--- src/rtl/debounce_pkg.sv ---
// Shared types and sizing helpers for the entrada_debouncer slice.
package debounce_pkg;

    typedef enum logic {DB_STABLE, DB_COUNTING} db_state_t;

    // Counter must hold DEBOUNCE_CYCLES itself without wrapping.
    function automatic int db_cnt_width(int cycles);
        return $clog2(cycles + 1);
    endfunction

endpackage

--- src/rtl/entrada_debouncer_if.sv ---
// Bus between the raw switch inputs and the debounced entrada consumer.
// rise/fall exist only when DEBOUNCE_EDGE_PULSE_EN is defined.
interface entrada_debouncer_if #(
    parameter int WIDTH = 2
);
    logic [WIDTH-1:0] raw_in;
    logic [WIDTH-1:0] entrada;
    logic             changed;
    logic             busy;
`ifdef DEBOUNCE_EDGE_PULSE_EN
    logic [WIDTH-1:0] rise;
    logic [WIDTH-1:0] fall;

    modport master (output raw_in, input entrada, changed, busy, rise, fall);
    modport slave  (input raw_in, output entrada, changed, busy, rise, fall);
`else
    modport master (output raw_in, input entrada, changed, busy);
    modport slave  (input raw_in, output entrada, changed, busy);
`endif
endinterface

--- src/rtl/debounce_bit.sv ---
// One debounce channel: synchroniser chain, STABLE/COUNTING FSM and counter.
// toggle is asserted in the cycle whose edge flips level.
module debounce_bit
    import debounce_pkg::*;
#(
    parameter int DEBOUNCE_CYCLES = 4,
    parameter int SYNC_STAGES     = 2
) (
    input  logic clk,
    input  logic reset_n,
    input  logic raw,
    output logic level,
    output logic toggle,
    output logic counting
);
    localparam int            CW       = db_cnt_width(DEBOUNCE_CYCLES);
    localparam logic [CW-1:0] CNT_ONE  = CW'(1);
    localparam logic [CW-1:0] CNT_LAST = CW'(DEBOUNCE_CYCLES - 1);

    generate
        if (DEBOUNCE_CYCLES < 1 || SYNC_STAGES < 2) begin : g_bad_params
            $error("debounce_bit: DEBOUNCE_CYCLES must be >=1 and SYNC_STAGES >=2");
        end
    endgenerate

    logic [SYNC_STAGES-1:0] sync_q;
    logic                   s;
    db_state_t              state_q, state_d;
    logic [CW-1:0]          cnt_q, cnt_d;
    logic                   level_q;

    assign s = sync_q[SYNC_STAGES-1];

    // NOTE: state registers use non-blocking assignments so every flop samples pre-edge values.
    always_ff @(posedge clk) begin
        if (!reset_n) begin
            sync_q  <= '0;
            state_q <= DB_STABLE;
            cnt_q   <= '0;
            level_q <= 1'b0;
        end else begin
            sync_q  <= {sync_q[SYNC_STAGES-2:0], raw};
            state_q <= state_d;
            cnt_q   <= cnt_d;
            level_q <= level_q ^ toggle;
        end
    end

    // NOTE: every output of this block is defaulted first so no path can infer a latch.
    always_comb begin
        state_d = state_q;
        cnt_d   = cnt_q;
        toggle  = 1'b0;
        case (state_q)
            DB_STABLE: begin
                if (s != level_q) begin
                    if (DEBOUNCE_CYCLES == 1) begin
                        toggle = 1'b1;
                    end else begin
                        state_d = DB_COUNTING;
                        cnt_d   = CNT_ONE;
                    end
                end else begin
                    cnt_d = '0;
                end
            end
            DB_COUNTING: begin
                if (s == level_q) begin
                    // Bounce back to the old level: drop all progress.
                    state_d = DB_STABLE;
                    cnt_d   = '0;
                end else if (cnt_q == CNT_LAST) begin
                    toggle  = 1'b1;
                    state_d = DB_STABLE;
                    cnt_d   = '0;
                end else begin
                    cnt_d = cnt_q + CNT_ONE;
                end
            end
        endcase
    end

    assign level    = level_q;
    assign counting = (state_q == DB_COUNTING);

endmodule

--- src/rtl/entrada_debouncer.sv ---
// Debounced input bank feeding flip_flop_D.entrada; one debounce_bit per channel.
// Define DEBOUNCE_EDGE_PULSE_EN to add registered per-bit rise/fall pulses.
module entrada_debouncer
    import debounce_pkg::*;
#(
    parameter int WIDTH           = 2,
    parameter int DEBOUNCE_CYCLES = 4,
    parameter int SYNC_STAGES     = 2
) (
    input logic                clk,
    input logic                reset_n,
    entrada_debouncer_if.slave bus
);
    logic [WIDTH-1:0] level;
    logic [WIDTH-1:0] toggle;
    logic [WIDTH-1:0] counting;
    logic             changed_q;

    for (genvar i = 0; i < WIDTH; i++) begin : g_chan
        debounce_bit #(
            .DEBOUNCE_CYCLES(DEBOUNCE_CYCLES),
            .SYNC_STAGES    (SYNC_STAGES)
        ) u_bit (
            .clk     (clk),
            .reset_n (reset_n),
            .raw     (bus.raw_in[i]),
            .level   (level[i]),
            .toggle  (toggle[i]),
            .counting(counting[i])
        );
    end

    // Registered on the same edge as the level flip, so it lines up with the new entrada.
    always_ff @(posedge clk) begin
        if (!reset_n) changed_q <= 1'b0;
        else          changed_q <= |toggle;
    end

    assign bus.entrada = level;
    assign bus.changed = changed_q;
    assign bus.busy    = |counting;

`ifdef DEBOUNCE_EDGE_PULSE_EN
    logic [WIDTH-1:0] rise_q;
    logic [WIDTH-1:0] fall_q;

    always_ff @(posedge clk) begin
        if (!reset_n) begin
            rise_q <= '0;
            fall_q <= '0;
        end else begin
            rise_q <= toggle & ~level;
            fall_q <= toggle & level;
        end
    end

    assign bus.rise = rise_q;
    assign bus.fall = fall_q;
`endif

endmodule

--- src/flat_wrapper.sv ---
// flat-port wrapper written by rule: the top's interface ports become plain ports
module entrada_debouncer_flat import debounce_pkg::*;
#(
    parameter int WIDTH           = 2,
    parameter int DEBOUNCE_CYCLES = 4,
    parameter int SYNC_STAGES     = 2
)
  (clk, reset_n, bus_raw_in, bus_entrada, bus_changed, bus_busy);
  entrada_debouncer_if #(.WIDTH(WIDTH)) bus_i ();
  input logic clk;
  input logic reset_n;
  input wire logic [$bits(bus_i.raw_in)-1:0] bus_raw_in;
  output wire logic [$bits(bus_i.entrada)-1:0] bus_entrada;
  output wire logic [$bits(bus_i.changed)-1:0] bus_changed;
  output wire logic [$bits(bus_i.busy)-1:0] bus_busy;
  assign bus_i.raw_in = bus_raw_in;
  assign bus_entrada = bus_i.entrada;
  assign bus_changed = bus_i.changed;
  assign bus_busy = bus_i.busy;
  entrada_debouncer #(.WIDTH(WIDTH), .DEBOUNCE_CYCLES(DEBOUNCE_CYCLES), .SYNC_STAGES(SYNC_STAGES)) u_core (.clk(clk), .reset_n(reset_n), .bus(bus_i));
endmodule
--- config.mk ---
export PLATFORM = sky130hd
export DESIGN_NAME = entrada_debouncer_flat
export DESIGN_NICKNAME = d
export VERILOG_FILES = /design/src/rtl/debounce_pkg.sv /design/src/rtl/entrada_debouncer_if.sv /design/src/rtl/debounce_bit.sv /design/src/rtl/entrada_debouncer.sv /design/src/flat_wrapper.sv
export SDC_FILE = /design/constraint.sdc
export NUM_CORES = 1
export LEC_CHECK = 0
export CAP_MARGIN = 20
export CORE_AREA = 5 5 42 44
export DETAILED_ROUTE_END_ITERATION = 10
export DIE_AREA = 0 0 47 49
export SLEW_MARGIN = 40
export SYNTH_ARGS = -nofsm -noshare
export SYNTH_HDL_FRONTEND = slang
export SYNTH_SLANG_ARGS = --single-unit
--- constraint.sdc ---
create_clock -name clk -period 1.7 [get_ports clk]
set_clock_uncertainty 0.15 [all_clocks]
set_input_delay 0.255 -clock clk [delete_from_list [all_inputs] [get_ports clk]]
set_output_delay 0.255 -clock clk [all_outputs]
set_load 0.01 [all_outputs]
==> run summary, run 1 <==
Status
• completed — outcome

Power
• 0.276 nW — LEAKAGE
• 0.000584 W — post-layout power
• 0.377 mV — largest vdd supply drop
• 878 nW/um^2 — Power Dens Cells

Critical path
• output pin — Worst Setup End Kind
• 7 — worst-path fanout max
• 1 — WP buf/inv
• 0.36 ns — max incr delay on CP
• or2_2 -> dlygate4sd2_1 — critical-path cell list
• 1.29 ns — CP Data Required Time
• 1.21 ns — endpoint arrival time on the critical path
• register — category of the worst setup path launch point
• reg -> out — CP Class
• flip-flops — kind of cell adding the most delay to the critical path
• dfxtp_1 — library cell contributing the largest single delay on the critical path

Timing
• 94.9% — period utilisation layout
• 0 — number of hold violations in the final report
• 0 ns — final sum of negative setup slack
• 0 — number of setup violations in the final report
• 0.288 ns — worst hold margin
• 80.9% — worst slew margin relative to its limit
• 1.61 ns — final critical path time including I/O delays and setup
• 0 — Final Max Tran Viols
• 620 MHz — f_max
• 0.286 ns — Tightest Pin Transition
• false — setup repair after global routing missed its margin

CTS
• 0.28 ns — clock network latency to the later pin of the worst-skew pair
• 0.08 ns — Clock transition at path regs
• clkbuf_4 — master cell of the clock root buffer
• done — CTS tree
• 3 — number of clock buffers inserted by TritonCTS
• 1 — maximum level of the CTS H-tree
• 2 — number of buffers on the longest clock path
• 15 — CTS Sinks

Die
• 14 — site row count
• 47 um — horizontal die dimension
• 1400 um^2 — core outline area
• 40.1% — effective utilization at floorplan
• 2300 um^2 — Die Footprint
• 8 — top-level I/O count
• 49 um — die span in y

Synth
• 53.5% — sequential element share of the synthesized area
• 55 — cells after synthesis
• 63 — net count of the mapped netlist
• 0 — number of warnings reported in the yosys synthesis log
• 562 um^2 — cell area after technology mapping
• 10.2 um^2 — average size of a mapped cell
• 15 — flop and latch count out of synthesis
• 18 — number of distinct library cells after synthesis

Global route
• 1.21 mm — first-pass GRT wire length
• 0 — antenna violations before repair
• 309 — via count of the first global-routing pass
• 0 — total grt overflow
• 10 — largest net degree at the start of global routing
• 7.72% — overall routing resource usage

Drt
• 4.68 — via density per instance
• 0 — Antenna Violating Nets Remaining
• 0 — DRC violation count after routing
• 790 um — routed wire length
• 374 — number of vias after detailed routing
• 4 — Detailed Routing Iterations Pass 1
• 6 — initial DRC count
• 9.88 um — WL/cell

Layout
• 666 um^2 — final non-filler cell area
• 0 — Inserted Diodes
• 10.9% — share of final-layout standard cells stronger than drive strength 1
• 73 — Final #Nets
• dfxtp_1 — most common cell after layout, fill and taps aside
• 15 x dfxtp_1, 6 x nand2_1, 6 x clkdlybuf4s50_1 — highest-count cells in the layout ignoring fill and taps
• 18.5% — layout overhead on the synthesized area
• 47.5% — post-layout util

Worst hold path
• reg -> reg — type of the tightest min-delay check

Placed design
• 641 um^2 — placed cell areas
• 587 um — post-detailed-placement half-perimeter wirelength
• 0.696 — last weighted congestion value of the routability-driven placer
• 7 — count of buffers from port buffering

Job
• 0 — max capacitance violation total

layer usage:
metal	global-route usage, %	up-vias	wire (um)
li1	-	199	-
met1	8.95	162	374
met2	10.2	10	344
met3	3.32	3	54
met4	6.91	0	16
met5	0	-	0
what timing repair did:
action,4_1_cts,5_1_grt
resized for setup,1,0
setup buffers,0,0
endpoints found under the setup margin,1,0
hold buffers,0,0
per-stage QoR:
step | std cells | setup slack, ns
final | 80 | 0.0870
after global routing | 80 | 0.0191
after CTS | 80 | 0.0700
after detailed placement | 76 | 0.192
after global placement | 76 | 0.200
after floorplan | 55 | 0.458
flip-flops by register name, summed over array words and instances (netlist names):
signal                        flops
u_core.bus.changed                1
u_core.g_chan.u_bit.level         2
u_core.g_chan.u_bit.sync_q        4
u_core.g_chan.u_bit.cnt_q         6
u_core.g_chan.u_bit.counting      2
kinds of logic after synthesis:
logic type / count (synthesis) / synth area share [%]
fa+ha+maj: 4 / 8.91
buf+inv: 7 / 6.01
simple gates: 22 / 23.2
compound gates: 5 / 5.34
flops: 15 / 53.5
xor+xnor: 2 / 3.12
report_power, final:
group          leakage (nW)  internal, W  switching, W
Sequential            0.122     0.000358    0.00000393
Combinational         0.139    0.0000146    0.00000879
Clock                0.0150    0.0000911      0.000108
synthesized netlist by cell type:
master / count / share of area, %
dfxtp_1: 15 / 53
nand2_1: 6 / 4.0
xor2_1: 2 / 3.1
ha_1: 4 / 8.9
clkbuf_1: 1 / 0.67
or2_2: 1 / 1.1
nand3_1: 4 / 3.6
and3_1: 2 / 2.2
nand4_1: 1 / 1.1
nor3b_2: 1 / 2.2
o21ai_0: 2 / 1.8
a21oi_1: 1 / 0.89
buf_4: 2 / 2.7
a21boi_0: 2 / 2.7
inv_1: 4 / 2.7
nor4b_2: 1 / 2.7
and2_1: 4 / 4.5
nor3_1: 2 / 1.8
final timing paths:
check        slack (ns)  cells past startpoint                        startpoint                               end
min reg2reg        0.29                      1  u_core.g_chan[1].u_bit.sync_q[0]  u_core.g_chan[1].u_bit.sync_q[1]
max                0.09                      2   u_core.g_chan[1].u_bit.counting                          bus_busy
max reg2reg        0.37                      5   u_core.g_chan[1].u_bit.cnt_q[0]   u_core.g_chan[1].u_bit.cnt_q[0]
min                0.29                      1  u_core.g_chan[1].u_bit.sync_q[0]  u_core.g_chan[1].u_bit.sync_q[1]
area by class of cell:
type	instances	area (um^2)
clock buffers	4	26.3
fillers	154	736
inverters	4	15.0
multi-input cells	33	228
flip-flops and latches	15	300
well taps	16	20.0
repair buffers	8	76.3
Power figures use the tool's default switching activity.
==> run 2: changes to the inputs <==
--- a/config.mk
+++ b/config.mk
@@ -7,9 +7,10 @@
 export LEC_CHECK = 0
 export CAP_MARGIN = 20
 export CORE_AREA = 5 5 42 44
+export CTS_BUF_LIST = sky130_fd_sc_hd__clkbuf_4
 export DETAILED_ROUTE_END_ITERATION = 10
 export DIE_AREA = 0 0 47 49
-export SLEW_MARGIN = 40
+export SLEW_MARGIN = 20
 export SYNTH_ARGS = -nofsm -noshare
 export SYNTH_HDL_FRONTEND = slang
 export SYNTH_SLANG_ARGS = --single-unit
==> run 2 against run 1 <==
Net effect: fmax hardly changed; core utilization grew 0.27 points; highest routed layer unchanged; flip-flop and latch count unchanged; count of clock-buffer cells in the layout unchanged; final cell count stayed put; worst hold slack about the same; non-clock buffer count unchanged; largest cell class unchanged.
==> run summary, run 2 (synthesized netlist as in run 1, its figures left out) <==
Timing
• 1.61 ns — final critical path time including I/O delays and setup, about the same
• 619 MHz — f_max, was 620 MHz
• 0 — number of hold violations in the final report, unchanged
• 0 ns — final sum of negative setup slack, unchanged
• 0 — Final Max Tran Viols, unchanged
• 0.292 ns — Tightest Pin Transition, was 0.286 ns
• 80.4% — worst slew margin relative to its limit, was 80.9%
• 0 — number of setup violations in the final report, unchanged
• 95.0% — period utilisation layout, was 94.9%
• 0.0855 ns — setup slack of the critical path after layout, was 0.0870 ns
• false — setup repair after global routing missed its margin, unchanged

CTS
• done — CTS tree, unchanged
• 15 — CTS Sinks, unchanged
• 2 — number of buffers on the longest clock path, unchanged
• 0.28 ns — clock network latency to the later pin of the worst-skew pair, about the same
• 1 — maximum level of the CTS H-tree, unchanged
• 0.09 ns — Clock transition at path regs, was 0.08 ns
• 3 — number of clock buffers inserted by TritonCTS, unchanged
• clkbuf_4 — master cell of the clock root buffer, unchanged
• 0 — Post-CTS Setup Bufs, unchanged

Placed design
• 641 um^2 — placed cell areas, unchanged
• 0.696 — last weighted congestion value of the routability-driven placer, unchanged
• 587 um — post-detailed-placement half-perimeter wirelength, unchanged
• 7 — count of buffers from port buffering, unchanged
• 0.192 ns — setup slack after placement, unchanged

Critical path
• flip-flops — kind of cell adding the most delay to the critical path, unchanged
• reg -> out — CP Class, unchanged
• or2_2 -> dlygate4sd2_1 — critical-path cell list, unchanged
• u_core.g_chan[1].u_bit.cnt_q[0] — reg2reg start, unchanged
• 7 — worst-path fanout max, unchanged
• u_core.g_chan[1].u_bit.cnt_q[0] — worst flop-to-flop path endpoint, unchanged
• 1.21 ns — endpoint arrival time on the critical path, about the same
• 0.36 ns — max incr delay on CP, about the same
• output pin — Worst Setup End Kind, unchanged
• 1.29 ns — CP Data Required Time, about the same
• 5 — worst reg2reg path depth, unchanged
• dfxtp_1 — library cell contributing the largest single delay on the critical path, unchanged
• register — category of the worst setup path launch point, unchanged
• 0.37 ns — register-to-register path setup slack, about the same
• 1 — WP buf/inv, unchanged

Drt
• 367 — number of vias after detailed routing, was 374
• 0 — DRC violation count after routing, unchanged
• 0 — Antenna Violating Nets Remaining, unchanged
• 9.91 um — WL/cell, was 9.88 um
• 7 — initial DRC count, was 6
• 4 — Detailed Routing Iterations Pass 1, unchanged
• 793 um — routed wire length, was 790 um
• 4.59 — via density per instance, was 4.68

Die
• 8 — top-level I/O count, unchanged
• 14 — site row count, unchanged
• 40.1% — effective utilization at floorplan, unchanged
• 1400 um^2 — core outline area, unchanged
• 2300 um^2 — Die Footprint, unchanged
• 47 um — horizontal die dimension, unchanged
• 49 um — die span in y, unchanged

Power
• 0.280 nW — LEAKAGE, was 0.276 nW
• 899 nW/um^2 — Power Dens Cells, was 878 nW/um^2
• 0.380 mV — largest vdd supply drop, was 0.377 mV

Layout
• 0 — Inserted Diodes, unchanged
• 6 — max FFs per register, unchanged
• 15 x dfxtp_1, 6 x nand2_1, 6 x clkdlybuf4s50_1 — highest-count cells in the layout ignoring fill and taps, unchanged
• 19.2% — layout overhead on the synthesized area, was 18.5%
• dfxtp_1 — most common cell after layout, fill and taps aside, unchanged
• u_core.g_chan.u_bit.cnt_q: 6 flops, u_core.g_chan.u_bit.sync_q: 4 flops — top flop regs, unchanged
• 12.5% — share of final-layout standard cells stronger than drive strength 1, was 10.9%
• u_core.g_chan.u_bit.cnt_q — most flop-heavy register, unchanged
• 669 um^2 — final non-filler cell area, was 666 um^2
• 73 — Final #Nets, unchanged

Global route
• 7.71% — overall routing resource usage, was 7.72%
• 1.20 mm — first-pass GRT wire length, was 1.21 mm
• 0 — total grt overflow, unchanged
• 0 — antenna violations before repair, unchanged
• 10 — largest net degree at the start of global routing, unchanged
• met2 — layer carrying the most global-route usage, unchanged
• 8.93% — met1 usage in global routing, was 8.95%
• 10.2% — met2 usage, unchanged
• 309 — via count of the first global-routing pass, unchanged
• 3.32% — met3 usage, unchanged

Worst hold path
• 1 — hold path depth, unchanged
• u_core.g_chan[1].u_bit.sync_q[0] — Worst Hold Launch, unchanged
• u_core.g_chan[1].u_bit.sync_q[1] — end of the worst hold path, unchanged
• reg -> reg — type of the tightest min-delay check, unchanged

Status
• completed — outcome, unchanged

Job
• 0 — max capacitance violation total, unchanged

[run 2: layout make-up]
class | count | area [um^2]
clock buffers | 4 | 30.0
well taps | 16 | 20.0
flip-flops and latches | 15 | 300
fillers | 152 | 732
inverters | 4 | 15.0
multi-input cells | 33 | 228
repair buffers | 8 | 76.3
[run 2: through the flow]
step	utilization, %	total power, W	hold WS [ns]	cells
after floorplan	-	0.000381	0.232	55
after global placement	45.7	0.000394	0.264	76
after detailed placement	45.7	0.000395	0.270	76
after CTS	47.8	0.000612	0.291	80
after global routing	47.8	0.000629	0.313	80
final	47.8	0.000602	0.289	80
[run 2: power breakdown]
| group | leakage, nW | switching, W | internal (W) |
|---|---|---|---|
| Sequential | 0.122 | 0.00000391 | 0.000358 |
| Combinational | 0.139 | 0.00000884 | 0.0000146 |
| Clock | 0.0184 | 0.000109 | 0.000107 |
| Total | 0.280 | 0.000122 | 0.000480 |
[run 2: per-layer routing]
metal	vias to the layer above	wire (um)
met5	-	0
met4	0	10
met3	2	54
met2	9	341
met1	157	386
li1	199	-
[run 2: how the worst max path moves through the flow]
stage                                    start                              end  slack, ns  depth (start not counted)
2_1_floorplan  u_core.g_chan[1].u_bit.cnt_q[0]  u_core.g_chan[1].u_bit.cnt_q[2]       0.46                          3
3_3_place_gp   u_core.g_chan[1].u_bit.counting                         bus_busy       0.20                          2
3_5_place_dp   u_core.g_chan[1].u_bit.counting                         bus_busy       0.19                          2
4_1_cts        u_core.g_chan[1].u_bit.counting                         bus_busy       0.07                          2
5_1_grt        u_core.g_chan[1].u_bit.counting                         bus_busy       0.02                          2
6_report       u_core.g_chan[1].u_bit.counting                         bus_busy       0.09                          2
[run 2: what timing repair did]
item                                    4_1_cts  5_1_grt
resized for setup                             1        0
hold endpoints to repair                      0        0
endpoints found under the setup margin        1        0
hold buffers                                  0        0
==> run 3: changes to the inputs <==
--- a/config.mk
+++ b/config.mk
@@ -5,12 +5,14 @@
 export SDC_FILE = /design/constraint.sdc
 export NUM_CORES = 1
 export LEC_CHECK = 0
+export ABC_AREA = 1
 export CAP_MARGIN = 20
 export CORE_AREA = 5 5 42 44
 export CTS_BUF_LIST = sky130_fd_sc_hd__clkbuf_4
 export DETAILED_ROUTE_END_ITERATION = 10
 export DIE_AREA = 0 0 47 49
-export SLEW_MARGIN = 20
+export PLACE_DENSITY = 0.68
+export SLEW_MARGIN = 10
 export SYNTH_ARGS = -nofsm -noshare
 export SYNTH_HDL_FRONTEND = slang
 export SYNTH_SLANG_ARGS = --single-unit
==> run 3 against run 2 <==
Net effect: non-clock buffer count down 1; wire length up 19%; highest routed layer unchanged; sequential share of layout area down 1.6 points; via count grew 23%; worst hold slack worse by 0.014 ns; die area did not move.
==> run summary, run 3 <==
Status
• completed — outcome, unchanged

Power
• 0.343 nW — LEAKAGE, was 0.280 nW
• 34.2% — proportion of power drawn by the clock network, was 35.9%
• 4.6% — logic gate share of total power, was 3.9%
• 0.000591 W — post-layout power, was 0.000602 W
• 848 nW/um^2 — Power Dens Cells, was 899 nW/um^2
• 0.000458 W — Int Power, was 0.000480 W
• 0.573 mV — largest vdd supply drop, was 0.380 mV
• 0.000133 W — Net Sw Power, was 0.000122 W
• 61.2% — sequential cell fraction of total power, was 60.2%
• 22.5% — switching share of power, was 20.3%

CTS
• 0 — number of buffers inserted for hold repair after clock tree synthesis, unchanged
• 0.28 ns — clock network latency to the later pin of the worst-skew pair, about the same
• 2 — number of buffers on the longest clock path, unchanged
• 15 — CTS Sinks, unchanged
• done — CTS tree, unchanged
• 0.09 ns — Clock transition at path regs, about the same
• 0 — Post-CTS Setup Bufs, unchanged
• 3 — number of clock buffers inserted by TritonCTS, unchanged
• 1 — maximum level of the CTS H-tree, unchanged
• clkbuf_4 — master cell of the clock root buffer, unchanged

Drt
• 4.55 — via density per instance, was 4.59
• 9.51 um — WL/cell, was 9.91 um
• 4 — initial DRC count, was 7
• 0 — DRC violation count after routing, unchanged
• 941 um — routed wire length, was 793 um
• 0 — Antenna Violating Nets Remaining, unchanged
• 4 — Detailed Routing Iterations Pass 1, unchanged
• 450 — number of vias after detailed routing, was 367

Synth
• 0 — number of warnings reported in the yosys synthesis log, unchanged
• 606 um^2 — cell area after technology mapping, was 562 um^2
• 8.07 um^2 — average size of a mapped cell, was 10.2 um^2
• 15 — flop and latch count out of synthesis, unchanged
• inv_1 — most common cell in the synthesized netlist, was dfxtp_1
• 83 — net count of the mapped netlist, was 63
• dfxtp_1 — flip-flop cell with the highest count after synthesis, unchanged
• 17 — number of distinct library cells after synthesis, was 18
• 0% — Async S/R FF share, synth, unchanged
• dfxtp_1 50%, inv_1 9.9%, nand2_1 9.3%, ha_1 8.3%, nor2_1 5.0% — cell types with the largest area share after synthesis, was dfxtp_1 53%, ha_1 8.9%, and2_1 4.5%, nand2_1 4.0%, nand3_1 3.6%
• 75 — cells after synthesis, was 55
• 49.6% — sequential element share of the synthesized area, was 53.5%
• 16 x inv_1, 15 x dfxtp_1, 15 x nand2_1, 8 x nor2_1, 4 x ha_1 — most frequent cells after synthesis, was 15 x dfxtp_1, 6 x nand2_1
• 49.6% — fraction of post-synthesis cell area in the top cell type by area, was 53.5%
• dfxtp_1 — library cell with the largest summed area after synthesis, unchanged
• 0 — EDFF count, synth, unchanged

Die
• 14 — site row count, unchanged
• 47 um — horizontal die dimension, unchanged
• 49 um — die span in y, unchanged
• 43.2% — effective utilization at floorplan, was 40.1%
• 1400 um^2 — core outline area, unchanged
• 2300 um^2 — Die Footprint, unchanged
• 8 — top-level I/O count, unchanged

Critical path
• u_core.g_chan[1].u_bit.level — worst flop-to-flop path endpoint, was u_core.g_chan[1].u_bit.cnt_q[0]
• 1.29 ns — CP Data Required Time, about the same
• output pin — Worst Setup End Kind, unchanged
• 1 — WP buf/inv, unchanged
• 0.54 ns — max incr delay on CP, was 0.36 ns
• 1.21 ns — endpoint arrival time on the critical path, about the same
• 6 — worst reg2reg path depth, was 5
• u_core.g_chan[1].u_bit.level — launch point of the worst path, was u_core.g_chan[1].u_bit.counting
• buffers and inverters — kind of cell adding the most delay to the critical path, was flip-flops
• bus_entrada[1] — Worst Setup EP, was bus_busy
• 5 — worst-path fanout max, was 7
• reg -> out — CP Class, unchanged
• clkdlybuf4s50_1 — library cell contributing the largest single delay on the critical path, was dfxtp_1
• register — category of the worst setup path launch point, unchanged
• 1 — path length in cells of the critical path, was 2
• 0.33 ns — register-to-register path setup slack, was 0.37 ns
• clkdlybuf4s50_1 — critical-path cell list, was or2_2 -> dlygate4sd2_1
• u_core.g_chan[1].u_bit.cnt_q[0] — reg2reg start, unchanged

Timing
• 618 MHz — f_max, was 619 MHz
• 95.1% — period utilisation layout, was 95.0%
• 0 ns — final sum of negative setup slack, unchanged
• 1.62 ns — final critical path time including I/O delays and setup, was 1.61 ns
• false — setup repair after global routing missed its margin, unchanged
• 0 — Final Max Tran Viols, unchanged
• 78.4% — worst slew margin relative to its limit, was 80.4%
• 0 — number of hold violations in the final report, unchanged
• 0 — number of setup violations in the final report, unchanged
• 0.322 ns — Tightest Pin Transition, was 0.292 ns

Layout
• 302 um^2 — sequential cell area in the final layout, was 300 um^2
• 92 — Final #Nets, was 73
• inv_1 — most common cell after layout, fill and taps aside, was dfxtp_1
• 8.43% — share of final-layout standard cells stronger than drive strength 1, was 12.5%
• 16 x inv_1, 15 x nand2_1, 14 x dfxtp_1, 8 x nor2_1, 6 x clkdlybuf4s50_1 — highest-count cells in the layout ignoring fill and taps, was 15 x dfxtp_1, 6 x nand2_1, 6 x clkdlybuf4s50_1
• u_core.g_chan.u_bit.cnt_q — most flop-heavy register, unchanged
• 0 — Inserted Diodes, unchanged
• 6 — max FFs per register, unchanged
• 215 um^2 — area of the multi-input gates, was 228 um^2
• u_core.g_chan.u_bit.cnt_q: 6 flops, u_core.g_chan.u_bit.sync_q: 4 flops — top flop regs, unchanged
• 15.1% — layout overhead on the synthesized area, was 19.2%
• 152 — count of fill cells added during filler insertion, unchanged

Placed design
• 734 um — post-detailed-placement half-perimeter wirelength, was 587 um
• 7 — count of buffers from port buffering, unchanged
• 0.725 — last weighted congestion value of the routability-driven placer, was 0.696

Global route
• 0 — antenna violations before repair, unchanged
• 11 — largest net degree at the start of global routing, was 10
• 1.59 mm — first-pass GRT wire length, was 1.20 mm
• 9.94% — overall routing resource usage, was 7.71%
• 417 — via count of the first global-routing pass, was 309
• 0 — total grt overflow, unchanged

Worst hold path
• reg -> reg — type of the tightest min-delay check, unchanged

Job
• 0 — max capacitance violation total, unchanged

[run 3: cell types whose count changed in the layout (fill, tap and decap cells not counted), sizes merged, moves of 2 or more]
cell	delta
inv	+13
nand2	+9
nor2	+8
and2	-4
a21boi	-2
[run 3: cell type report]
type / instances / share of cell area, %
clock buffer: 3 / 3.23
multi-input combinational: 40 / 30.9
sequential: 15 / 43.3
clock inverter: 1 / 0.718
tap: 16 / 2.87
timing repair buffer: 7 / 9.87
inverter: 17 / 9.16
[run 3: metrics by stage]
stage	cells	hold slack, ns	utilization [%]	setup slack, ns	area (um^2)
after global routing	99	0.300	49.7	0.0381	697
after detailed placement	95	0.258	47.8	0.159	669
after floorplan	75	0.203	-	0.432	606
final	99	0.275	49.7	0.0829	697
after global placement	95	0.261	47.8	0.203	669
after CTS	99	0.281	49.6	0.00790	696
[run 3: power by group through the flow]
stage / combinational (W) / clock (W) / sequential [W]
after detailed placement: 0.0000279 / 0 / 0.000370
after CTS: 0.0000273 / 0.000210 / 0.000362
after floorplan: 0.0000181 / 0 / 0.000369
after global routing: 0.0000307 / 0.000237 / 0.000363
after global placement: 0.0000269 / 0 / 0.000370
final: 0.0000269 / 0.000202 / 0.000362
[run 3: worst min-delay path by stage]
| stage | end | cells past startpoint | slack (ns) | from |
|---|---|---|---|---|
| final | u_core.g_chan[1].u_bit.sync_q[1] | 2 | 0.27 | u_core.g_chan[1].u_bit.sync_q[0] |
| after global routing | u_core.g_chan[1].u_bit.sync_q[1] | 2 | 0.30 | u_core.g_chan[1].u_bit.sync_q[0] |
| after CTS | u_core.g_chan[1].u_bit.sync_q[1] | 2 | 0.28 | u_core.g_chan[1].u_bit.sync_q[0] |
| after detailed placement | u_core.g_chan[1].u_bit.sync_q[1] | 2 | 0.26 | u_core.g_chan[1].u_bit.sync_q[0] |
| after global placement | u_core.g_chan[0].u_bit.sync_q[1] | 2 | 0.26 | u_core.g_chan[0].u_bit.sync_q[0] |
| after floorplan | u_core.g_chan[0].u_bit.sync_q[0] | 2 | 0.20 | bus_raw_in[0] |
[run 3: timing repair]
| action | in CTS | in global routing |
|---|---|---|
| endpoints found under the setup margin | 1 | 1 |
| cloned | 0 | 0 |
| gates resized for setup | 1 | 1 |
[run 3: cell families (layout without fill, tap and decap cells)]
family	after synthesis	in the layout	synth area share (%)
simple gates	30	30	21.7
buf+inv	20	28	14.9
flops	15	15	49.6
compound gates	5	5	4.13
fa+ha+maj	4	4	8.26
xor+xnor	1	1	1.45
[run 3: metal layers]
layer | vias to the layer above | track usage (%) | routed length (um)
li1 | 241 | - | -
met3 | 2 | 2.21 | 29
met4 | 0 | 8.29 | 21
met1 | 199 | 10.6 | 413
met2 | 8 | 15.6 | 477
met5 | - | 0 | 0
==> RTL change, RTL diff (settings of run 1) <==
`DEBOUNCE_CYCLES` is set to 4 in 3 places; all go to 8.
--- a/src/rtl/debounce_bit.sv
+++ b/src/rtl/debounce_bit.sv
@@ -3,7 +3,7 @@
 module debounce_bit
     import debounce_pkg::*;
 #(
-    parameter int DEBOUNCE_CYCLES = 4,
+    parameter int DEBOUNCE_CYCLES = 8,
     parameter int SYNC_STAGES     = 2
 ) (
     input  logic clk,
--- a/src/rtl/entrada_debouncer.sv
+++ b/src/rtl/entrada_debouncer.sv
@@ -4,7 +4,7 @@
     import debounce_pkg::*;
 #(
     parameter int WIDTH           = 2,
-    parameter int DEBOUNCE_CYCLES = 4,
+    parameter int DEBOUNCE_CYCLES = 8,
     parameter int SYNC_STAGES     = 2
 ) (
     input logic                clk,
--- a/src/flat_wrapper.sv
+++ b/src/flat_wrapper.sv
@@ -2,7 +2,7 @@
 module entrada_debouncer_flat import debounce_pkg::*;
 #(
     parameter int WIDTH           = 2,
-    parameter int DEBOUNCE_CYCLES = 4,
+    parameter int DEBOUNCE_CYCLES = 8,
     parameter int SYNC_STAGES     = 2
 )
   (clk, reset_n, bus_raw_in, bus_entrada, bus_changed, bus_busy);
Check against the original RTL: not equivalent (a bounded check fails within 10 cycles, from zero or initial values and one cycle with reset_n low).
==> RTL change against run 1 <==
  * Wire length grew 25%
  * Highest routed layer unchanged
  * Largest cell class unchanged
  * Power rose by 11%
  * Area after synthesis up 15%
  * Register-to-register slack worse by 0.06 ns
  * Cell area up 14%
  * Final cell count increased by 13%
  * Setup slack got worse by 0.0036 ns
  * Via count grew 21%
  * Die area unchanged
  * Sequential cell count up 2
  * Largest power group unchanged
==> RTL change: results (changes against run 1) <==
Logic synthesis
  – XOR/XNOR Fraction of Synth Area: 0.0541 (was 0.0312)
  – Post-synth top cells: dfxtp_1 (17), nor2_1 (8), nand3_1 (6), nand2_1 (5), and2_1 (4) (was dfxtp_1 (15), nand2_1 (6))
  – Post-Synthesis Cells: 64 (was 55)
  – Adder-cell share of the synthesized area: 0.0386 (was 0.0891)
  – Synth cell types: 21 (was 18)
  – Mapped Nets: 70 (was 63)
  – Post-synthesis sequential area ratio: 0.525 (was 0.535)

Pwr
  – Leakage Power: 0.000308 uW (was 0.000276 uW)
  – Total combinational power: 26.0 uW (was 23.3 uW)
  – Switching Fraction: 0.215 (was 0.206)
  – Peak VDD IR: 0.492 mV (was 0.377 mV)

Timing
  – Slew Limit Headroom: 0.838 (was 0.809)
  – Tcrit/Tclk final: 0.951 (was 0.949)
  – Hold WS: 0.293 ns (was 0.288 ns)

Placement
  – Pre-CTS setup slack: 0.202 ns (was 0.192 ns)
  – Dpl hpwl: 749 um (was 587 um)
  – DP Area: 733 um2 (was 641 um2)
  – Gpl congestion: 0.693 (was 0.696)

Critical path
  – Reg-to-reg slack, setup: 0.31 ns (was 0.37 ns)
  – Worst Setup SP: u_core.g_chan[1].u_bit.level (was u_core.g_chan[1].u_bit.counting)
  – CP max stage cell: clkdlybuf4s50_1 (was dfxtp_1)
  – CP top delay family: buffers and inverters (was flip-flops)

Layout
  – FILL cells: 134 (was 154)
  – Biggest regs: u_core.g_chan.u_bit.cnt_q x8, u_core.g_chan.u_bit.sync_q x4 (was u_core.g_chan.u_bit.cnt_q x6, u_core.g_chan.u_bit.sync_q x4)
  – Nets: 81 (was 73)
  – Share of layout cells above drive strength 1: 0.149 (was 0.109)

GRT
  – Largest net degree at the start of global routing: 11 (was 10)

Detailed routing
  – Avg WL per Cell: 11.0 um (was 9.88 um)
  – Initial DRC Count: 7 (was 6)

Clocking
  – Clock slew at reported path FFs: 0.10 ns (was 0.08 ns)

Outcome
  – Status: finished clean (unchanged)
==> RTL change: area by class of cell <==
type | count | area [um2] | share of cell area
clock inverters | 1 | 5.00 | 0.00657
clock buffers | 3 | 22.5 | 0.0296
multi-input cells | 44 | 288 | 0.378
repair buffers | 9 | 83.8 | 0.110
flip-flops and latches | 17 | 343 | 0.450
well taps | 16 | 20.0 | 0.0263
==> RTL change: repair_timing <==
| item | in CTS | in global routing |
|---|---|---|
| hold endpoints to repair | 0 | 0 |
| setup endpoints to repair | 1 | 1 |
| gates resized for setup | 2 | 1 |
==> RTL change: per-layer routing <==
metal / wire [um] / global-route usage / vias to the layer above
li1: - / - / 240
met1: 485 / 0.137 / 202
met3: 53 / 0.0369 / 4
met2: 414 / 0.140 / 7
met5: 0 / 0 / -
met4: 35 / 0.0829 / 0
